<file path="src/rtl/udp_tx.sv">
// udp_tx: builds and serialises a complete Ethernet/IPv4/UDP frame onto an RMII
// transmit interface (2 bits per 50 MHz clock, 4 clocks per byte).
//
// Frame: preamble + SFD, Ethernet header, IPv4 header (checksum generated),
// UDP header (checksum 0), payload pulled from a byte source, optional pad, CRC-32 FCS,
// followed by an inter-frame gap.
//
// Configuration macro: UDP_TX_PAD_EN -- when defined, frames with fewer than 18 payload
// bytes are zero-padded up to the 64-byte Ethernet minimum. When undefined, no PAD state
// exists and runt frames are sent as-is.
//
// Ports:
//   clk, rstn          clock, asynchronous active-low reset
//   start              frame request, sampled only while idle
//   busy               high from the cycle after an accepted start through the done cycle
//   done               one-cycle pulse on the last inter-frame-gap cycle
//   macLoc, macRem     source / destination MAC
//   ipLoc, ipRem       source / destination IPv4 address
//   ipID               IPv4 identification
//   portLoc, portRem   UDP source / destination port
//   lenPayload         UDP payload length in bytes (clamped to 1472)
//   dataIn, dataRd     payload source; dataIn is consumed on the edge where dataRd is high
//   PhyTxd, PhyTxEn    RMII transmit dibit and enable
`timescale 1ns/1ps
module udp_tx #(
  parameter logic [7:0]  TTL       = 8'h80,
  parameter int unsigned IFG_BYTES = 12
) (
  input  logic        clk,
  input  logic        rstn,
  input  logic        start,
  output logic        busy,
  output logic        done,
  input  logic [47:0] macLoc,
  input  logic [47:0] macRem,
  input  logic [31:0] ipLoc,
  input  logic [31:0] ipRem,
  input  logic [15:0] ipID,
  input  logic [15:0] portLoc,
  input  logic [15:0] portRem,
  input  logic [15:0] lenPayload,
  input  logic [7:0]  dataIn,
  output logic        dataRd,
  output logic [1:0]  PhyTxd,
  output logic        PhyTxEn
);

  localparam logic [15:0] MaxPayload = 16'd1472;
  localparam logic [15:0] IfgLast    = 16'(IFG_BYTES - 1);

  typedef enum logic [2:0] {
    StIdle,
    StPreamble,
    StHeader,
    StPayload,
`ifdef UDP_TX_PAD_EN
    StPad,
`endif
    StFcs,
    StIfg
  } state_e;

  state_e      state_q, state_d;
  state_e      after_pay_st;
  logic [1:0]  dibit_q, dibit_d;
  logic [15:0] byte_q, byte_d;
  logic [31:0] crc_q, crc_d;
  logic [7:0]  data_q;

  logic [47:0] mac_loc_q, mac_rem_q;
  logic [31:0] ip_loc_q, ip_rem_q;
  logic [15:0] ip_id_q, port_loc_q, port_rem_q;
  logic [10:0] len_q;

  logic        accept;
  logic        byte_end;
  logic        byte_last;
  logic        data_rd;
  logic [15:0] last_idx;
  logic [7:0]  cur_byte;
  logic [7:0]  hdr_byte;
  logic [7:0]  fcs_byte;
  logic [15:0] ip_len, udp_len, ip_csum;
  logic [31:0] csum_acc, csum_fold1, csum_fold2;
  logic [335:0] hdr, hdr_shifted;
  logic [8:0]  hdr_sel;
  logic [31:0] fcs;

  // Reflected CRC-32, one byte per call.
  function automatic logic [31:0] crc32_byte(input logic [31:0] crc, input logic [7:0] d);
    logic [31:0] c;
    c = crc ^ {24'h0, d};
    for (int i = 0; i < 8; i++) begin
      c = c[0] ? ((c >> 1) ^ 32'hEDB88320) : (c >> 1);
    end
    return c;
  endfunction

  assign accept = (state_q == StIdle) && start;

  // Everything describing the frame is frozen at the accepting edge.
  always_ff @(posedge clk or negedge rstn) begin
    if (!rstn) begin
      mac_loc_q  <= '0;
      mac_rem_q  <= '0;
      ip_loc_q   <= '0;
      ip_rem_q   <= '0;
      ip_id_q    <= '0;
      port_loc_q <= '0;
      port_rem_q <= '0;
      len_q      <= '0;
    end else if (accept) begin
      mac_loc_q  <= macLoc;
      mac_rem_q  <= macRem;
      ip_loc_q   <= ipLoc;
      ip_rem_q   <= ipRem;
      ip_id_q    <= ipID;
      port_loc_q <= portLoc;
      port_rem_q <= portRem;
      len_q      <= (lenPayload > MaxPayload) ? MaxPayload[10:0] : lenPayload[10:0];
    end
  end

  always_ff @(posedge clk or negedge rstn) begin
    if (!rstn) begin
      data_q <= '0;
    end else if (data_rd) begin
      data_q <= dataIn;
    end
  end

  always_ff @(posedge clk or negedge rstn) begin
    if (!rstn) begin
      state_q <= StIdle;
      dibit_q <= '0;
      byte_q  <= '0;
      crc_q   <= '0;
    end else begin
      state_q <= state_d;
      dibit_q <= dibit_d;
      byte_q  <= byte_d;
      crc_q   <= crc_d;
    end
  end

  // Length fields and IPv4 header checksum (checksum field taken as zero).
  assign ip_len  = 16'(len_q) + 16'd28;
  assign udp_len = 16'(len_q) + 16'd8;

  always_comb begin
    csum_acc = 32'h0000_4500 + 32'(ip_len) + 32'(ip_id_q) + 32'({TTL, 8'h11})
             + 32'(ip_loc_q[31:16]) + 32'(ip_loc_q[15:0])
             + 32'(ip_rem_q[31:16]) + 32'(ip_rem_q[15:0]);
    // Two folds are enough: the first leaves at most a 17-bit value.
    csum_fold1 = 32'(csum_acc[15:0]) + 32'(csum_acc[31:16]);
    csum_fold2 = 32'(csum_fold1[15:0]) + 32'(csum_fold1[31:16]);
    ip_csum    = ~csum_fold2[15:0];
  end

  // 42 header bytes, first-transmitted byte in the top bits.
  assign hdr = {mac_rem_q, mac_loc_q, 16'h0800,
                16'h4500, ip_len, ip_id_q, 16'h0000, TTL, 8'h11, ip_csum, ip_loc_q, ip_rem_q,
                port_loc_q, port_rem_q, udp_len, 16'h0000};

  assign hdr_sel     = {6'd41 - byte_q[5:0], 3'b000};
  assign hdr_shifted = hdr >> hdr_sel;
  assign hdr_byte    = hdr_shifted[7:0];

  // FCS goes out least significant byte first.
  assign fcs = ~crc_q;
  always_comb begin
    case (byte_q[1:0])
      2'd0:    fcs_byte = fcs[7:0];
      2'd1:    fcs_byte = fcs[15:8];
      2'd2:    fcs_byte = fcs[23:16];
      default: fcs_byte = fcs[31:24];
    endcase
  end

`ifdef UDP_TX_PAD_EN
  logic [4:0] pad_len;
  assign pad_len      = (len_q < 11'd18) ? 5'(11'd18 - len_q) : 5'd0;
  assign after_pay_st = (pad_len != 5'd0) ? StPad : StFcs;
`else
  assign after_pay_st = StFcs;
`endif

  always_comb begin
    cur_byte = 8'h00;
    case (state_q)
      StPreamble: cur_byte = (byte_q == 16'd7) ? 8'hD5 : 8'h55;
      StHeader:   cur_byte = hdr_byte;
      StPayload:  cur_byte = data_q;
      StFcs:      cur_byte = fcs_byte;
      default:    cur_byte = 8'h00;
    endcase
  end

  always_comb begin
    last_idx = 16'd0;
    case (state_q)
      StPreamble: last_idx = 16'd7;
      StHeader:   last_idx = 16'd41;
      StPayload:  last_idx = 16'(len_q) - 16'd1;
`ifdef UDP_TX_PAD_EN
      StPad:      last_idx = 16'(pad_len) - 16'd1;
`endif
      StFcs:      last_idx = 16'd3;
      StIfg:      last_idx = IfgLast;
      default:    last_idx = 16'd0;
    endcase
  end

  assign byte_end  = (dibit_q == 2'd3);
  assign byte_last = byte_end && (byte_q == last_idx);

  // Next state, counters, CRC and handshake strobes.
  always_comb begin
    state_d = state_q;
    dibit_d = dibit_q + 2'd1;
    byte_d  = byte_end ? (byte_q + 16'd1) : byte_q;
    crc_d   = crc_q;
    data_rd = 1'b0;
    done    = 1'b0;

    case (state_q)
      StIdle: begin
        dibit_d = 2'd0;
        byte_d  = 16'd0;
        if (start) begin
          state_d = StPreamble;
          crc_d   = 32'hFFFF_FFFF;
        end
      end
      StPreamble: begin
        if (byte_last) state_d = StHeader;
      end
      StHeader: begin
        // Fetch the first payload byte during the final header byte.
        data_rd = byte_last && (len_q != 11'd0);
        if (byte_last) state_d = (len_q != 11'd0) ? StPayload : after_pay_st;
      end
      StPayload: begin
        data_rd = byte_end && !byte_last;
        if (byte_last) state_d = after_pay_st;
      end
`ifdef UDP_TX_PAD_EN
      StPad: begin
        if (byte_last) state_d = StFcs;
      end
`endif
      StFcs: begin
        if (byte_last) state_d = StIfg;
      end
      StIfg: begin
        done = byte_last;
        if (byte_last) state_d = StIdle;
      end
      default: state_d = StIdle;
    endcase

    if (byte_last) byte_d = 16'd0;

    // CRC covers destination MAC through the last payload/pad byte.
    if (byte_end && (state_q == StHeader || state_q == StPayload
`ifdef UDP_TX_PAD_EN
        || state_q == StPad
`endif
        )) begin
      crc_d = crc32_byte(crc_q, cur_byte);
    end
  end

  assign busy    = (state_q != StIdle);
  assign dataRd  = data_rd;
  assign PhyTxEn = (state_q != StIdle) && (state_q != StIfg);

  always_comb begin
    PhyTxd = 2'b00;
    if (PhyTxEn) begin
      case (dibit_q)
        2'd0:    PhyTxd = cur_byte[1:0];
        2'd1:    PhyTxd = cur_byte[3:2];
        2'd2:    PhyTxd = cur_byte[5:4];
        default: PhyTxd = cur_byte[7:6];
      endcase
    end
  end

endmodule

</file>
<file path="config.mk">
export PLATFORM = sky130hd
export DESIGN_NAME = udp_tx
export DESIGN_NICKNAME = d
export VERILOG_FILES = /design/src/rtl/udp_tx.sv
export SDC_FILE = /design/constraint.sdc
export NUM_CORES = 1
export LEC_CHECK = 0
export ABC_AREA = 1
export ABC_CLOCK_PERIOD_IN_PS = 16700
export BUFFER_PORTS_ARGS = -buffer_cell sky130_fd_sc_hd__buf_2
export CAP_MARGIN = 20
export CORE_ASPECT_RATIO = 1.4
export CORE_UTILIZATION = 30
export CTS_CLUSTER_DIAMETER = 100
export DETAILED_ROUTE_END_ITERATION = 8
export GPL_ROUTABILITY_DRIVEN = 0
export GPL_TIMING_DRIVEN = 0
export RECOVER_POWER = 100
export SYNTH_ARGS = -nofsm -noshare
export SYNTH_HDL_FRONTEND = slang
export SYNTH_SLANG_ARGS = --single-unit
</file>
<file path="constraint.sdc">
create_clock -name clk -period 16.7 [get_ports clk]
set_input_delay 0.835 -clock clk [delete_from_list [all_inputs] [get_ports clk]]
set_output_delay 0.835 -clock clk [all_outputs]
set_load 0.01 [all_outputs]
</file>
**Word level (Yosys, flattened, before mapping)**

Cells that the tools add are included.

- Add/subtract/negate cells: 15
- Eq/ne operators: 19
- Multiplexer cells: 32
- Magnitude comparators: 1
- Reductions and logical operators: 18
- Shift-type cells: 1
- Bitwise logic cells: 11

Operator list:

| operator | number |
|---|---|
| 2-to-1 mux 32 bit | 11 |
| right shift 336 x 9 -> 8 bit | 1 |
| NOT 13 -> 14 bit | 8 |
| case mux 16 bit (5 select lines) | 1 |
| 2-to-1 mux 16 bit | 3 |
| NOT 32 bit | 1 |
| case mux 8 bit (4 select lines) | 1 |
| XOR 32 x 8 -> 32 bit | 1 |
| case mux 8 bit (3 select lines) | 1 |
| adder 21 x 16 -> 22 bit | 1 |
| adder 20 x 16 -> 21 bit | 1 |
| 2-to-1 mux 3 bit | 7 |
| adder 19 x 16 -> 20 bit | 1 |
| adder 18 x 16 -> 19 bit | 1 |
| adder 17 x 16 -> 18 bit, second input constant | 1 |
| case mux 3 bit (6 select lines) | 1 |
| adder 16 x 16 -> 17 bit | 1 |
| adder 16 x 6 -> 17 bit | 1 |
| adder 15 x 12 -> 16 bit, first input constant | 1 |
| adder 16 x 1 -> 16 bit | 1 |
| adder 16 x 1 -> 16 bit, second input constant | 1 |
| == test 16 bit | 1 |
| == test 16 x 3 -> 1 bit, second input constant | 1 |
| > comparator 16 x 11 -> 1 bit, second input constant | 1 |
| 29 further kinds | 48 |

- Logic and storage cells: 110
- Register bits: 280
- Bits of input ports: 235

**Longest topological paths before layout**

Gate-level depths: netlist of run 1.

- Depth after elaboration: 31
- Mapped depth: 71
- Mapped depth without buffers: 71

**Worst setup path before layout of run 1**

Ideal clock, no wire load.

- Kind: flip-flop to output port
- Start point: register len_q[3]
- End point: output PhyTxd[0]
- Stages on the path, launching flop included: 65
- Arrival time: 7.970 ns
- Data required time: 15.865 ns
- Setup slack: 7.895 ns
- Cells stage by stage: dfrtp_1 > inv_1 > ha_1 > nand2_1 > nand2_1 > nand2_1 > nor2_1 > xor2_1 > fa_1 > inv_1 > fa_1 > fa_1 > inv_1 > fa_1 > inv_1 > ha_1 > nand2_1 > inv_1 > [29 not listed] > nand2_1 > nor2_2 > nand3_2 > nor2_2 > nand2_1 > nand2_1 > o21ai_1 > nand2_1 > nand2_1 > nand2_1 > nand2_1 > nand2_1 > nand2_2 > nand2_2 > nand2_1 > nand2_1 > a21oi_1 > o21ai_0

- Cells in the longest elaborated chain, start to end: 15

RTL lines:

| element | RTL line | text |
|---|---|---|
| start: declaration | 73 | `logic [10:0] len_q;` |
| start signal: assignment | 120 | `len_q <= (lenPayload > MaxPayload) ? MaxPayload[10:0] : lenPayload[10:0];` |
| adder 11 x 5 -> 12 bit | 147 | `assign ip_len = 16'(len_q) + 16'd28;` |
| adder 15 x 12 -> 16 bit | 151 | `csum_acc = 32'h0000_4500 + 32'(ip_len) + 32'(ip_id_q) + 32'({TTL, 8'h11})` |
| adder 16 x 16 -> 17 bit | 151 |  |
| adder 17 x 16 -> 18 bit | 151 |  |
| adder 18 x 16 -> 19 bit | 152 | `+ 32'(ip_loc_q[31:16]) + 32'(ip_loc_q[15:0])` |
| adder 19 x 16 -> 20 bit | 152 |  |
| adder 20 x 16 -> 21 bit | 153 | `+ 32'(ip_rem_q[31:16]) + 32'(ip_rem_q[15:0]);` |
| adder 21 x 16 -> 22 bit | 153 |  |
| adder 16 x 6 -> 17 bit | 155 | `csum_fold1 = 32'(csum_acc[15:0]) + 32'(csum_acc[31:16]);` |
| adder 16 x 1 -> 16 bit | 156 | `csum_fold2 = 32'(csum_fold1[15:0]) + 32'(csum_fold1[31:16]);` |
| NOT 16 bit | 157 | `ip_csum = ~csum_fold2[15:0];` |
| right shift 336 x 9 -> 8 bit (*) | 166 | `assign hdr_shifted = hdr >> hdr_sel;` |
| case mux 8 bit (4 select lines) (*) | 190 | `case (state_q)` |
| case mux 2 bit (3 select lines) (*) | 281 | `case (dibit_q)` |
| 2-to-1 mux 2 bit (*) | 280 | `if (PhyTxEn) begin` |
| end: declaration | 44 | `output logic [1:0] PhyTxd,` |

Mark *: on every way between the ends. The rest lies on a longest branch, timed or not.

**Worst setup path after layout of run 1**

Same ends and word-level chain as after synthesis.

==> results.md, run 1 <==
* Worst path slowest cell: fa_1
* Largest net degree at the start of global routing at about 120
* Drt wl/cell at 20.1 um
* # diodes at 0
* Starting Density at a little under a third
* Share of cells above drive strength 1 at roughly 12%
* R2R depth at around 70
* Synth warn at 0
* DR pass1 iterations at 6
* Non-Filler Instances at between 3000 and 4000
* Crit-path max FO at 7
* Crit path required time at around 16000 ps
* CP Buf/Inv Count at 9
* Hold Crit Endpoint: port_rem_q[12]
* Die X at 216 um
* Post-Synth Adder-Cell Area at slightly above 10%
* Routed Wire Length at between 70000 and 80000 um
* Drt via density at approximately 5.0
* Seq cells post-synth at 280
* Resized cells post-CTS at 0
* Worst Setup Path Type: register to primary output
* Placed cell count at 3691
* Clk Latency, worst-skew pair at 620 ps
* Seq/Total Area, Yosys at 36.5%
* Hold Crit Start: portRem[12]
* Mux share of post-synthesis cell area at 0.469%
* IO Count at approximately 240
* Main combinational cell family by area after synthesis: simple AND/OR/NAND/NOR gates
* Post-route ant nets at 0
* Mapped Nets at 2971
* Violated checks: capacitance limit, slew limit
* Reg power frac at about a quarter
* Vias in the first global route at approximately 18000
* Final min period at between 10000 and 15000 ps
* Net total in the final layout at 3245
* Register Area at 0.00701 mm^2
* Root buf cell: clkbuf_16
* # hold bufs at CTS at 0
* Number of synthesized flops with an enable pin at 0
* Switch Pwr at about 1.4 mW
* Worst Setup End Kind: primary output
* Cell Area, Synth at just under 0.02 mm^2
* Clk sink count at 280
* Setup violators final at 0
* Syn Area/Cell at 7.34 um^2
* Total CTS buffers at 30
* Worst hold path type: input pin to register
* Total congestion overflow at 0
* CTS tree: yes
* Hold Crit Depth at 3
* Setup Skew at 20.5 ps
* First-pass GRT wire length at between 100000 and 150000 um
* Part of the power in combinational logic at 53.2%
* Most common cell on crit path: nand2_1
* FF-to-FF End: crc_q[26]
* Setup Fix Bufs, Post-CTS at 0
* Async S/R FF share, synth at 100%
* Antenna violations before repair at 0
* Synth Area in Simple Gates at between 20% and 30%
* Cell internal pwr at around 1.6 mW
* Row count at approximately 110
* Fin crit share at 69.6%
* Area delta synth->final at 16.8%
* RSZ-0062 raised after global routing: no
* DRC viols at 0
* Die area at roughly 0.065 mm^2
* Critical Path Start Type: register
* H-Tree Level Count at 1
* Max_cap viols at 2
* DIE HEIGHT at 301 um
* Core box area at between 0.06 and 0.07 mm^2
* Slew margin rel. at -302%
* Port Buffers at 240
* Routed vias at 18700
* Clk network pwr share at between 20% and 30%
* Final Hold Fails at 0
* Hold WS at ~410 ps
* Slowest cell delay on critical path at 530 ps
* Power per cell area at between 100 and 150 mW/mm^2
* WP data arrival at 10780 ps
* Max VDD drop at between 0.0001 and 0.00015 V
* Syn Inst Count at about 2600
* Leakage power at ~11 nW
* Distinct cells, synth at 52
* Max clock buf depth at 3
* Most common cell after layout, fill and taps aside: nand2_1
* Reg-to-reg critical path startpoint: len_q[3]
* TNS Setup at 0 ps
* Fillers at 6842
* Post-synthesis xor/xnor area fraction at under 10%
* Worst reg-to-reg setup slack at about 5700 ps
* Switch share at 47.0%
* Worst-path clk slew at around 70 ps
* Hpwl dp at 60300 um
* Final Max Tran Viols at 167
* Dominant synthesized flop cell: dfrtp_1
* Most frequent cells in the layout: 799 x nand2_1, 398 x inv_1, 280 x dfrtp_1
* GRT Overall Usage at ~23%
* Fmax at 86.1 MHz
* DR iter-0 viols at between 1000 and 1500
* Compound-Gate Fraction of Synth Area at about 14%
* Worst path top cell family by delay: simple AND/OR/NAND/NOR gates
* Worst-Margin Slew at approximately 6000 ps
* Outcome: finished with violations
* Multi-input logic area at ~0.010 mm^2
per-stage QoR:
stage | worst slack [ps] | power [mW] | util, % | cell area [um^2]
3_5_place_dp | 6210 | 2.37 | 34.0 | 21500
3_3_place_gp | 6210 | 2.35 | 33.9 | 21500
2_1_floorplan | 7890 | 1.95 | - | 19200
6_report | 5080 | 3.08 | 35.4 | 22400
4_1_cts | 5500 | 3.09 | 35.6 | 22600
5_1_grt | 3970 | 3.35 | 35.4 | 22400
power by group through the flow:
| stage | Combinational (mW) | Sequential (mW) | Clock [mW] |
|---|---|---|---|
| floorplan | 1.22 | 0.733 | 0 |
| global placement | 1.62 | 0.737 | 0 |
| detailed placement | 1.63 | 0.738 | 0 |
| CTS | 1.64 | 0.725 | 0.726 |
| global route | 1.87 | 0.728 | 0.751 |
| finish | 1.64 | 0.726 | 0.716 |
worst max path at each step:
stage,start,end,slack [ps],cells past startpoint
floorplan,len_q[3],PhyTxd[0],7890,64
global placement,len_q[3],PhyTxd[0],6210,65
detailed placement,len_q[3],PhyTxd[0],6210,65
CTS,len_q[3],PhyTxd[0],5500,65
global route,len_q[3],PhyTxd[0],3970,65
finish,len_q[3],PhyTxd[0],5080,65
layout make-up:
type / count / area share (%)
Buffer: 99 / 1.74
Clock buffer: 43 / 3.97
Clock inverter: 11 / 0.669
Inverter: 406 / 6.79
Multi-Input combinational cell: 1832 / 45.5
Sequential cell: 280 / 31.2
Tap cell: 832 / 4.64
Timing Repair Buffer: 242 / 5.46
cells in the mapped netlist (8+ instances only):
cell | n | area (um^2)
o221ai_1 | 28 | 245
nor2_2 | 9 | 56.3
o2111ai_1 | 8 | 70.1
nor2_1 | 119 | 447
clkbuf_1 | 84 | 315
xor2_1 | 50 | 438
inv_1 | 398 | 1490
o21ai_0 | 207 | 1040
o22ai_1 | 67 | 419
nand4_1 | 14 | 87.6
a22oi_1 | 15 | 113
o211ai_1 | 17 | 128
fa_1 | 59 | 1180
dfrtp_1 | 280 | 7010
nand2_2 | 44 | 275
nand3_1 | 165 | 826
a31oi_1 | 10 | 62.6
a21oi_1 | 84 | 420
nor3_1 | 13 | 65.1
mux2_2 | 8 | 90.1
nand2_1 | 785 | 2950
a221oi_1 | 9 | 78.8
ha_1 | 60 | 751
sequential cells by signal (all words and copies together) (netlist names):
signal and flops:
port_loc_q 16, port_rem_q 16, byte_q 16, state_q 3, mac_loc_q 48, len_q 11
mac_rem_q 48, ip_id_q 16, ip_loc_q 32, ip_rem_q 32, dibit_q 2, crc_q 32
data_q 8
routing by layer:
metal,vias to the layer above,share of wire [%],global-route usage (%)
li1,8937,-,-
met1,8805,39,26.4
met2,748,49,39.8
met3,227,5.6,2.93
met4,0,7.1,14.7
met5,-,0,0
kinds of logic after synthesis:
family / Yosys count
buffers and inverters: 505
XOR/XNOR: 57
AND/OR/NAND/NOR: 1180
multiplexers: 8
adder cells (fa/ha/maj): 119
flip-flops: 280
AO/OA/AOI/OAI: 468
worst reg2reg max path, delay by kind of cell (launching register included):
| family | cells | cell delay, ps |
|---|---|---|
| simple gates | 43 | 4780 |
| fa+ha+maj | 9 | 3220 |
| buf+inv | 10 | 1240 |
| xor+xnor | 3 | 950 |
| flops | 1 | 450 |
| compound gates | 3 | 300 |
(Power assumes the default switching activity.)
==> run 2, diff against run 1 <==
--- a/config.mk
+++ b/config.mk
@@ -6,7 +6,7 @@
 export NUM_CORES = 1
 export LEC_CHECK = 0
 export ABC_AREA = 1
-export ABC_CLOCK_PERIOD_IN_PS = 16700
+export ABC_CLOCK_PERIOD_IN_PS = 11100
 export BUFFER_PORTS_ARGS = -buffer_cell sky130_fd_sc_hd__buf_2
 export CAP_MARGIN = 20
 export CORE_ASPECT_RATIO = 1.4
==> constraint.sdc (replaced) <==
create_clock -name clk -period 11.1 [get_ports clk]
set_input_delay 0.555 -clock clk [delete_from_list [all_inputs] [get_ports clk]]
set_output_delay 0.555 -clock clk [all_outputs]
set_load 0.01 [all_outputs]
==> run 2 against run 1 <==
The flow still finishes with violations (capacitance limit, slew limit). Flip-flop and latch count did not move. Worst setup slack lost 4400 ps. Worst hold slack lost 280 ps. Global-route usage stayed put. First-iteration DRC count shrank 1.9%. Cell area is 1.0% higher. Critical path depth down 5. Combinational power grew 55%. Sequential power grew 50%. Register-to-register slack worse by 4600 ps. Largest cell class unchanged. Power up 53%. Highest routed layer unchanged.
==> results.md, run 2 (synthesis gave the netlist of run 1 again) <==
* Worst-Margin Slew at 5910 ps (was 6030 ps)
* Fin crit share at a little over nine tenths
* Drt via density at 5.00 (about the same)
* Final Max Tran Viols at 285 (was 167)
* Max_cap viols at 3 (was 2)
* H-Tree Level Count at 1 (unchanged)
* Max layer used: met4 (unchanged)
* # diodes at 0 (unchanged)
* Fmax at around 96 MHz
* Root buf cell: clkbuf_16 (unchanged)
* Routed vias at 18800 (was 18700)
* Crit-path max FO at 6 (was 7)
* Worst Setup SP: len_q[4] (was len_q[3])
* Reg-to-reg critical path startpoint: len_q[4] (was len_q[3])
* Port Buffers at 240 (unchanged)
* Worst path slowest cell: fa_1 (unchanged)
* Met3 WL post-DR at 4400 um (was 4190 um)
* Most frequent cells in the layout: 782 x nand2_1, 395 x inv_1, 278 x dfrtp_1 (was 799 x nand2_1, 398 x inv_1, 280 x dfrtp_1)
* Crit path required time at 10550 ps (was 15870 ps)
* WP data arrival at 9870 ps (was 10780 ps)
* Critical Path Start Type: register (unchanged)
* Antenna violations before repair at 0 (unchanged)
* DR iter-0 viols at 1339 (was 1365)
* IO Count at 241 (unchanged)
* Total congestion overflow at 0 (unchanged)
* Starting Density at 30.4% (unchanged)
* Worst-path clk slew at 60 ps (was 70 ps)
* Clk sink count at 280 (unchanged)
* Outcome: finished with violations (unchanged)
* Final min period at between 10000 and 15000 ps
* DR pass1 iterations at 9 (was 6)
* Row count at 109 (unchanged)
* Placed cell count at 3691 (unchanged)
* Post-route ant nets at 0 (unchanged)
* Area delta synth->final at 17.9% (was 16.8%)
* Drt wl/cell at 20.1 um (about the same)
* Most common cell on crit path: nand2_1 (unchanged)
* Violated checks: capacitance limit, slew limit (unchanged)
* Total CTS buffers at 30 (unchanged)
* Worst Setup Path Type: register to primary output (unchanged)
* First-pass GRT wire length at 112000 um (unchanged)
* Clk Latency, worst-skew pair at 610 ps (was 620 ps)
* Die X at 216 um (unchanged)
* Die area at 0.0651 mm^2 (unchanged)
* Worst hold path type: input pin to register (unchanged)
* Power per cell area at 208 mW/mm^2 (was 137 mW/mm^2)
* Share of cells above drive strength 1 at 14.3% (was 12.5%)
* Net total in the final layout at 3249 (was 3245)
* Metal-1 WL at 28800 um (was 29100 um)
* Setup violators final at 0 (unchanged)
* Hold WS at 138 ps (was 414 ps)
* Vias in the first global route at 18500 (unchanged)
* Most common cell after layout, fill and taps aside: nand2_1 (unchanged)
* DRC viols at 0 (unchanged)
* CTS tree: yes (unchanged)
* Worst Setup End Kind: primary output (unchanged)
* GRT Overall Usage at 22.9% (unchanged)
* Max VDD drop at 0.000172 V (was 0.000113 V)
* Routed Wire Length at 75300 um (was 75400 um)
* DIE HEIGHT at 301 um (unchanged)
* FF-to-FF End: crc_q[26] (unchanged)
* Max clock buf depth at 3 (unchanged)
* Met2 wire length at 37000 um (was 36700 um)
* Setup Skew at 16.7 ps (was 20.5 ps)
* Slowest cell delay on critical path at 530 ps (about the same)
* Largest regs: mac_loc_q x48, mac_rem_q x48 (unchanged)
* Non-Filler Instances at 3749 (was 3745)
* Slew margin rel. at -294% (was -302%)
* Worst reg-to-reg setup slack at 1050 ps (was 5690 ps)
* Worst setup path end: PhyTxd[1] (was PhyTxd[0])
* Largest net degree at the start of global routing at 118 (unchanged)
* R2R depth at 66 (was 68)
* Leakage power at 11.4 nW (about the same)
* Final Hold Fails at 0 (unchanged)
* Hpwl dp at 60300 um (unchanged)
* Core box area at 0.0633 mm^2 (unchanged)
==> run 2: changes by cell type in the layout (fill, tap and decap cells not counted), sizes merged <==
cell,change
inv,-1
dlygate4sd3,+1
buf,+6
clkbuf,-3
clkinvlp,+1
==> run 2: area by class of cell <==
class	count	area [um^2]
tap	832	1040
timing repair buffer	247	1250
clock inverter	11	150
sequential	280	7010
inverter	406	1530
fill	6811	40600
clock buffer	43	890
multi-input combinational	1832	10400
buffer	98	394
==> run 2: critical path: cells and delay by family (launching register included) <==
| kind | cells | cell delay [ps] |
|---|---|---|
| and+or+nand+nor | 40 | 4360 |
| xor gates and xnor gates | 2 | 330 |
| AOI/OAI and AO/OA | 3 | 500 |
| buffers and inverters | 7 | 660 |
| DFF | 1 | 470 |
| adders and majority gates | 8 | 2910 |
==> run 2: worst min path at each step <==
| stage | start | end | slack (ps) | depth (start not counted) |
|---|---|---|---|---|
| finish | portRem[12] | port_rem_q[12] | 140 | 3 |
| global route | macRem[40] | mac_rem_q[40] | 130 | 3 |
| CTS | portRem[12] | port_rem_q[12] | 110 | 3 |
| detailed placement | mac_rem_q[36] | mac_rem_q[36] | 460 | 2 |
| global placement | port_loc_q[14] | port_loc_q[14] | 450 | 2 |
| floorplan | rstn | byte_q[0] | 260 | 0 |
==> run 2: report_power, final <==
group | total, mW | leakage, nW | switching [mW] | internal, mW
combinational | 2.55 | 7.56 | 1.73 | 0.813
sequential | 1.09 | 3.38 | 0.0259 | 1.07
clock | 1.08 | 0.497 | 0.471 | 0.606
==> run 2: layer usage <==
layer	vias to the layer above	GRT usage [%]
li1	8945	-
met1	8819	26.4
met2	776	39.8
met3	213	2.93
met4	0	14.7
met5	-	0
==> run 2: repair_timing <==
item | in CTS | in global routing
setup endpoints to repair | 0 | 20
hold buffers | 1 | 0
gates resized for setup | 0 | 35
endpoints found under the hold margin | 54 | 0
setup buffers | 0 | 4
==> run 2: per-stage QoR <==
step	TNS [ps]	setup slack [ps]	area [um^2]	power (mW)	utilization, %
6_report	0	677	22700	4.72	35.8
5_1_grt	-91.8	-89.2	22700	5.13	35.8
4_1_cts	0	179	22600	4.65	35.7
3_5_place_dp	0	890	21500	3.56	34.0
3_3_place_gp	0	888	21500	3.54	33.9
2_1_floorplan	0	2570	19200	2.94	-
